[src/rtl/packet_gen_multi.sv]
// rtl/packet_gen_multi.sv - multi-packet symbol streamer from the packet ROM to the FSK modulator
//
// Purpose: reads pkt_len symbols per packet from a combinational symbol ROM and
// hands them, one registered symbol at a time, to the modulator, advancing on
// each sym_done. Supports a packet repeat count, continuous mode, a fixed
// inter-packet gap with the modulator disabled, abort, and busy/done status.
//
// Ports:
//   clk       system clock, all state on the rising edge
//   rst       synchronous reset, active-high
//   go        one-cycle start pulse, honoured only when idle
//   abort     level, ends any burst and returns to idle without done
//   cont      sampled at go: repeat packets until abort
//   pkt_len   sampled at go: symbols per packet, 0 = 2**ADDR_W
//   num_pkts  sampled at go: packets per burst, 0 = 1
//   sym_done  modulator has consumed the current symbol
//   rom_addr  symbol index into the ROM (current symbol counter)
//   rom_data  ROM symbol at rom_addr
//   sym_val   registered symbol to the modulator
//   tx_en     modulator enable
//   busy      high whenever not idle
//   done      one-cycle pulse on normal burst completion
//   pkt_cnt   packets fully sent in the current burst
module packet_gen_multi #(
  parameter int ADDR_W     = 8,
  parameter int CNT_W      = 8,
  parameter int GAP_CYCLES = 16,
  parameter bit INVERT_SYM = 1'b1
) (
  input  logic              clk,
  input  logic              rst,
  input  logic              go,
  input  logic              abort,
  input  logic              cont,
  input  logic [ADDR_W-1:0] pkt_len,
  input  logic [CNT_W-1:0]  num_pkts,
  input  logic              sym_done,
  output logic [ADDR_W-1:0] rom_addr,
  input  logic              rom_data,
  output logic              sym_val,
  output logic              tx_en,
  output logic              busy,
  output logic              done,
  output logic [CNT_W-1:0]  pkt_cnt
);

  localparam logic [2:0] S_IDLE = 3'd0;
  localparam logic [2:0] S_LOAD = 3'd1;
  localparam logic [2:0] S_TX   = 3'd2;
  localparam logic [2:0] S_TAIL = 3'd3;
  localparam logic [2:0] S_GAP  = 3'd4;
  localparam logic [2:0] S_FIN  = 3'd5;

  localparam int GAP_W = (GAP_CYCLES > 1) ? $clog2(GAP_CYCLES) : 1;
  localparam logic [GAP_W-1:0]  GAP_LAST = GAP_W'(GAP_CYCLES - 1);
  localparam logic [GAP_W-1:0]  GAP_ONE  = GAP_W'(1);
  localparam logic [ADDR_W:0]   LEN_MAX  = {1'b1, {ADDR_W{1'b0}}};
  localparam logic [ADDR_W:0]   LEN_ONE  = (ADDR_W+1)'(1);
  localparam logic [ADDR_W-1:0] ADDR_ONE = ADDR_W'(1);
  localparam logic [CNT_W-1:0]  CNT_ONE  = CNT_W'(1);

  logic [2:0]        state_q, state_d;
  logic [ADDR_W:0]   len_q, len_d;        // one bit wider so length 0 can mean 2**ADDR_W
  logic              cont_q, cont_d;
  logic [CNT_W-1:0]  pkts_q, pkts_d;
  logic [ADDR_W-1:0] sym_cnt_q, sym_cnt_d;
  logic [CNT_W-1:0]  pkt_cnt_q, pkt_cnt_d;
  logic [GAP_W-1:0]  gap_q, gap_d;
  logic              sym_val_q, sym_val_d;
  logic              last_sym;

  assign last_sym = ({1'b0, sym_cnt_q} == (len_q - LEN_ONE));

  always_comb begin
    state_d   = state_q;
    len_d     = len_q;
    cont_d    = cont_q;
    pkts_d    = pkts_q;
    sym_cnt_d = sym_cnt_q;
    pkt_cnt_d = pkt_cnt_q;
    gap_d     = gap_q;
    sym_val_d = sym_val_q;

    if ((state_q != S_IDLE) && abort) begin
      // Abort wins over sym_done and go; counters are left for inspection.
      state_d   = S_IDLE;
      sym_val_d = 1'b0;
    end else begin
      case (state_q)
        S_IDLE: begin
          if (go) begin
            // Burst configuration is captured with the go pulse itself.
            len_d   = (pkt_len == '0) ? LEN_MAX : {1'b0, pkt_len};
            cont_d  = cont;
            pkts_d  = (num_pkts == '0) ? CNT_ONE : num_pkts;
            state_d = S_LOAD;
          end
        end
        S_LOAD: begin
          sym_cnt_d = '0;
          pkt_cnt_d = '0;
          state_d   = S_TX;
        end
        S_TX: begin
          sym_val_d = rom_data ^ INVERT_SYM;
          if (sym_done) begin
            if (last_sym) begin
              pkt_cnt_d = pkt_cnt_q + CNT_ONE;
              state_d   = S_TAIL;
            end else begin
              sym_cnt_d = sym_cnt_q + ADDR_ONE;
            end
          end
        end
        S_TAIL: begin
          // pkt_cnt_q already includes the packet just finished.
          if (cont_q || (pkt_cnt_q < pkts_q)) begin
            gap_d   = '0;
            state_d = S_GAP;
          end else begin
            state_d = S_FIN;
          end
        end
        S_GAP: begin
          if (gap_q == GAP_LAST) begin
            sym_cnt_d = '0;
            state_d   = S_TX;
          end else begin
            gap_d = gap_q + GAP_ONE;
          end
        end
        S_FIN: begin
          sym_val_d = 1'b0;
          state_d   = S_IDLE;
        end
        default: begin
          sym_val_d = 1'b0;
          state_d   = S_IDLE;
        end
      endcase
    end
  end

  always_ff @(posedge clk) begin
    if (rst) begin
      state_q   <= S_IDLE;
      len_q     <= '0;
      cont_q    <= 1'b0;
      pkts_q    <= '0;
      sym_cnt_q <= '0;
      pkt_cnt_q <= '0;
      gap_q     <= '0;
      sym_val_q <= 1'b0;
    end else begin
      state_q   <= state_d;
      len_q     <= len_d;
      cont_q    <= cont_d;
      pkts_q    <= pkts_d;
      sym_cnt_q <= sym_cnt_d;
      pkt_cnt_q <= pkt_cnt_d;
      gap_q     <= gap_d;
      sym_val_q <= sym_val_d;
    end
  end

  assign rom_addr = sym_cnt_q;
  assign sym_val  = sym_val_q;
  assign tx_en    = (state_q == S_TX) || (state_q == S_TAIL);
  assign busy     = (state_q != S_IDLE);
  assign done     = (state_q == S_FIN);
  assign pkt_cnt  = pkt_cnt_q;

endmodule

[config.mk]
export PLATFORM = sky130hd
export DESIGN_NAME = packet_gen_multi
export DESIGN_NICKNAME = d
export VERILOG_FILES = /design/src/rtl/packet_gen_multi.sv
export SDC_FILE = /design/constraint.sdc
export NUM_CORES = 1
export LEC_CHECK = 0
export CAP_MARGIN = 20
export CORE_MARGIN = 4
export CORE_UTILIZATION = 50
export DETAILED_ROUTE_END_ITERATION = 6
export GPL_TIMING_DRIVEN = 0
export HOLD_SLACK_MARGIN = 0.08
export PLACE_DENSITY = 0.81
export SYNTH_ARGS = -nofsm -noshare
export SYNTH_HDL_FRONTEND = slang
export SYNTH_SLANG_ARGS = --single-unit
export TNS_END_PERCENT = 1
[constraint.sdc]
create_clock -name clk -period 5.7 [get_ports clk]
set_input_delay 1.14 -clock clk [delete_from_list [all_inputs] [get_ports clk]]
set_output_delay 1.14 -clock clk [all_outputs]
set_load 0.05 [all_outputs]
# ---- Word level (Yosys, flattened, before mapping)
# Cells that the tools add are included.
dict set report op_classes {
  add_sub_neg 4
  magnitude_cmp 1
  eq_ne 14
  mux 19
  bitwise 2
  reduce_logical 17
}
# cell count
set op_table {}
lappend op_table {{two-way mux 8 bit} 6}
lappend op_table {{case mux 8 bit (3 select lines)} 1}
lappend op_table {{adder 8 x 1 -> 8 bit (second input constant)} 2}
lappend op_table {{logical NOT 8 bit} 2}
lappend op_table {{case mux 8 bit (2 select lines)} 1}
lappend op_table {{case mux 3 bit (5 select lines)} 1}
lappend op_table {{inequality test 2 bit (second input constant)} 7}
lappend op_table {{two-way mux 3 bit} 4}
lappend op_table {{AND reduction 4 bit} 3}
lappend op_table {{equality test 8 x 9 -> 1 bit} 1}
lappend op_table {{two-way mux 9 bit} 1}
lappend op_table {{subtractor 9 x 1 -> 9 bit (second input constant)} 1}
lappend op_table {{< comparator 8 bit} 1}
lappend op_table {{two-way mux 4 bit} 2}
lappend op_table {{case mux 4 bit (2 select lines)} 1}
lappend op_table {{equality test 3 x 2 -> 1 bit (second input constant)} 2}
lappend op_table {{equality test 3 bit (second input constant)} 2}
lappend op_table {{nonzero test 3 bit} 2}
lappend op_table {{AND reduction 5 bit} 1}
lappend op_table {{adder 4 x 1 -> 4 bit (second input constant)} 1}
lappend op_table {{equality test 4 bit (second input constant)} 1}
lappend op_table {{nonzero test 2 bit} 2}
lappend op_table {{OR reduction 4 bit} 1}
lappend op_table {{equality test 3 x 1 -> 1 bit (second input constant)} 1}
lappend op_table {{8 further kinds} 10}
dict set report totals {
  ff_bits 42
  in_bits 23
  out_inout_bits 20
  word_cells 65
}

# ---- Longest topological paths before layout
dict set report depth {
  depth_word 5
  mapped_depth 9
  ltp_nobuf 9
}

# ---- Least setup slack after synthesis
# OpenSTA, ideal clock, no wires.
dict set report synth_timing {
  kind {register to register}
  startpoint {reg len_q[0]}
  endpoint {reg pkt_cnt_q[7] (netlist: pkt_cnt[7])}
  setup_ps 69
  arrival_time_ps 2575
  required_time_ps 5631
  setup_slack_ps 3056
  path_stages_with_launch 10
  path_buffers 1
  synth_period_minus_slack_ps 2644
  cell_sequence {dfxtp_1 inv_1 ha_1 or3b_1 o31ai_1 o2111ai_1 or4b_1 buf_2 or4_1 o21ai_1}
}
dict set report synth_between {
  elab_chain_cells 4
}
# item line_no
set synth_lines {}
lappend synth_lines {{start: declaration} 63} ;# logic [ADDR_W:0] len_q, len_d;
lappend synth_lines {{start signal: assignment} 156} ;# len_q <= len_d;
lappend synth_lines {{subtractor 9 x 1 -> 9 bit} 72} ;# assign last_sym = ({1'b0, sym_cnt_q} == (len_q - LEN_ONE));
lappend synth_lines {{equality test 8 x 9 -> 1 bit} 72}
lappend synth_lines {{inequality test 2 bit (no line)} -}
lappend synth_lines {{AND reduction 4 bit (no line)} -}
lappend synth_lines {{end signal: assignment} 160} ;# pkt_cnt_q <= pkt_cnt_d;
lappend synth_lines {{end: declaration} 67} ;# logic [CNT_W-1:0] pkt_cnt_q, pkt_cnt_d;
# No other way between the ends.
# A chain may end at the register's enable or synchronous reset.

# ---- Worst setup path in the final report
dict set report layout_timing {
  startpoint {reg state_q[0]}
  endpoint {out done}
}
dict set report layout_between {
  elab_chain_cells 1
}
# item line_no
set layout_lines {}
lappend layout_lines {{start: declaration} 62} ;# logic [2:0] state_q, state_d;
lappend layout_lines {{start signal: assignment} 155} ;# state_q <= state_d;
lappend layout_lines {{equality test 3 bit} 170} ;# assign done = (state_q == S_FIN);
lappend layout_lines {{end: declaration} 43} ;# output logic done,
# No other way between the ends.

==> flow_summary.ini <==
[sta]
fmax_mhz = 297
fin_ws_ns = 2.33
rsz0062_at_grt = no
drv_slew = 0
worst_pin_slew_ns = 0.569
hold_viol = 0
slew_headroom_pct = 61.7
setup_violations = 0
finClkSkew_ns = 0.00645
layout_min_cycle_time_ns = 3.37
finalCritPeriodShare_pct = 59.1
fin_setup_tns_ns = 0

[placement]
place_ws_ns = 2.52
place_congestion = 0.847
port_buffers = 41
dp.final_hpwl_mm = 4.49

[clock_network]
cts_buffers = 5
cts_setup_buffers = 0
cts_tree = yes
path_clk_slew_ns = 0.08
htree_levels = 2
cts-root-buf = clkbuf_8
cts_hold_buf = 0
clk_latency_ns = 0.30
cts_max_path_buffers = 2
clkSinkCount = 42
cts_resized = 0

[yosys]
synth_area_leader_cell = dfxtp_1
ys_seq_elements = 42
synthArstFlopShare_pct = 0
synth_top_area_share_pct = 34.4
synth_ff_type = dfxtp_1
synth.most_common_cell = nand2_1
ys_top_cells_by_area = dfxtp_1, nand2_1, a21oi_1
syn_area_um2 = 2440
yosys-top-cells-count = nand2_1, dfxtp_1, a21oi_1, nor2_1, inv_1
synth_fp_nets = 353
synth_cell_types = 52
syn_inst = 319
syn_avg_cell_area_um2 = 7.65
ys_warn_count = 0
synth_edf_count = 0
synth_seq_area_share_pct = 34.4

[grt]
grt_max_degree = 13
overflow = 0
antenna_found_initial = 0
track_usage_pct = 21.0
grt_pass1_wl_mm = 10.5
grt_pass1_vias = 2327

[route]
drtPass1Iterations = 4
first_iter_violations = 113
drc = 0
viasPerCell = 5.53
drt-total-wl_mm = 5.88
dr_wl_met3_um = 231
wl_met2_mm = 2.68
highest_layer = met4
vias = 2405
wl_per_cell_um = 13.5
postRouteAntennaNets = 0
drt-met1-wl_mm = 2.87

[setup_path]
start_kind = flip-flop
critical_path_required_ns = 4.56
cp_max_fo = 10
rrSetupSlack_ns = 2.72
cp_slowest_cell = clkdlybuf4s50_1
cpPeakStageDelay_ns = 0.80
worstSetupEndpointType = output pin
cp.depth = 4
r2r_cells = 9
worst-path-buf-inv = 2
arrival_ns = 2.23
crit_type = reg -> out
path_cells = clkbuf_1 > nor2b_1 > and2_1 > clkdlybuf4s50_1
critPathTopFamily = buffers and inverters

[status]
outcome = finished, final reports clean

[worst_hold_path]
hold_path_class = reg -> reg
min_path_cells = 2

[power]
power_density_nw_per_um2 = 205
max-vdd-ir-drop_mv = 0.139
p_leak_nw = 1.14

[die]
rows = 25
start_util_pct = 51.7
ios = 43
dieArea_um2 = 6060
die_w_um = 77.9
core_region_area_um2 = 4720
die_height_um = 77.9

[flow_run]
max_cap_viol_count = 0

[cells_and_area]
fill_cells = 420
n_antenna_cell = 0
fin_nets = 401
synthToLayoutAreaGrowth_pct = 24.0
drive_gt1_share_pct = 4.35
layer usage:
metal,global-route usage [%],vias to the layer above
met5,0,-
met1,28.2,1120
li1,-,1227
met3,3.71,10
met2,34.0,48
met4,6.94,0
metrics by stage:
stage | cells | hold slack (ns) | power, mW | area (um2) | util, %
after floorplan | 319 | 0.436 | 0.389 | 2440 | -
after global placement | 427 | 0.445 | 0.424 | 2940 | 62.1
after detailed placement | 427 | 0.447 | 0.427 | 2940 | 62.1
after CTS | 435 | 0.459 | 0.623 | 3030 | 64.1
after global routing | 435 | 0.484 | 0.650 | 3030 | 64.1
final | 435 | 0.456 | 0.620 | 3030 | 64.1
worst register-to-register path: cells and delay by family (launching register included):
family	cells	cell delay (ns)
adder cells (fa/ha/maj)	1	0.25
AND/OR/NAND/NOR	4	1.67
buffers and inverters	1	0.08
flip-flops	1	0.38
AO/OA/AOI/OAI	3	0.54
placed cells by master (no fill, tap or decap), drive strengths merged, types with 3 or more instances in the layout:
master,instances
a211oi,5
nand2b,6
and2,5
or3,3
o21ai,8
clkbuf,18
nor2,23
nor4,5
a21o,6
nand3,9
clkdlybuf4s50,41
o31ai,3
nor3,9
a21oi,37
xnor2,6
xor2,8
ha,11
inv,17
nand2,55
and3,5
dfxtp,42
nand4b,4
or4,7
nand4,6
or2,3
final cells by class:
cell class / count / area (um2) / share of cell area [%]
multi-input combinational: 247 / 1480 / 48.9
sequential: 42 / 841 / 27.8
timing repair buffer: 41 / 410 / 13.6
clock buffer: 7 / 86.3 / 2.85
tap: 67 / 83.8 / 2.77
inverter: 17 / 63.8 / 2.11
buffer: 13 / 57.6 / 1.90
clock inverter: 1 / 5.00 / 0.165
state kept, by name, indices dropped and copies added, names as in the netlist:
register  flops
len_q         9
pkt_cnt       8
sym_val       1
state_q       3
gap_q         4
pkts_q        8
rom_addr      8
cont_q        1
where the power goes:
group | switching, mW | internal [mW]
logic | 0.0605 | 0.0491
clock network | 0.102 | 0.0978
registers | 0.00902 | 0.302
cell families (layout without fill, tap and decap cells):
kind of cell / Yosys count / count (layout) / synth area share [%]
AO/OA/AOI/OAI: 75 / 75 / 19.2
XOR/XNOR: 14 / 14 / 5.02
adder cells (fa/ha/maj): 11 / 11 / 5.64
buffers and inverters: 30 / 79 / 4.97
flip-flops: 42 / 42 / 34.4
multiplexers: 1 / 1 / 0.410
AND/OR/NAND/NOR: 146 / 146 / 30.3
final timing paths:
check / start / endpoint
max: state_q[0] / done
min: pkts_q[5] / pkts_q[5]
max reg2reg: len_q[0] / pkt_cnt[5]
min reg2reg: pkts_q[5] / pkts_q[5]
Power figures use the tool's default switching activity.
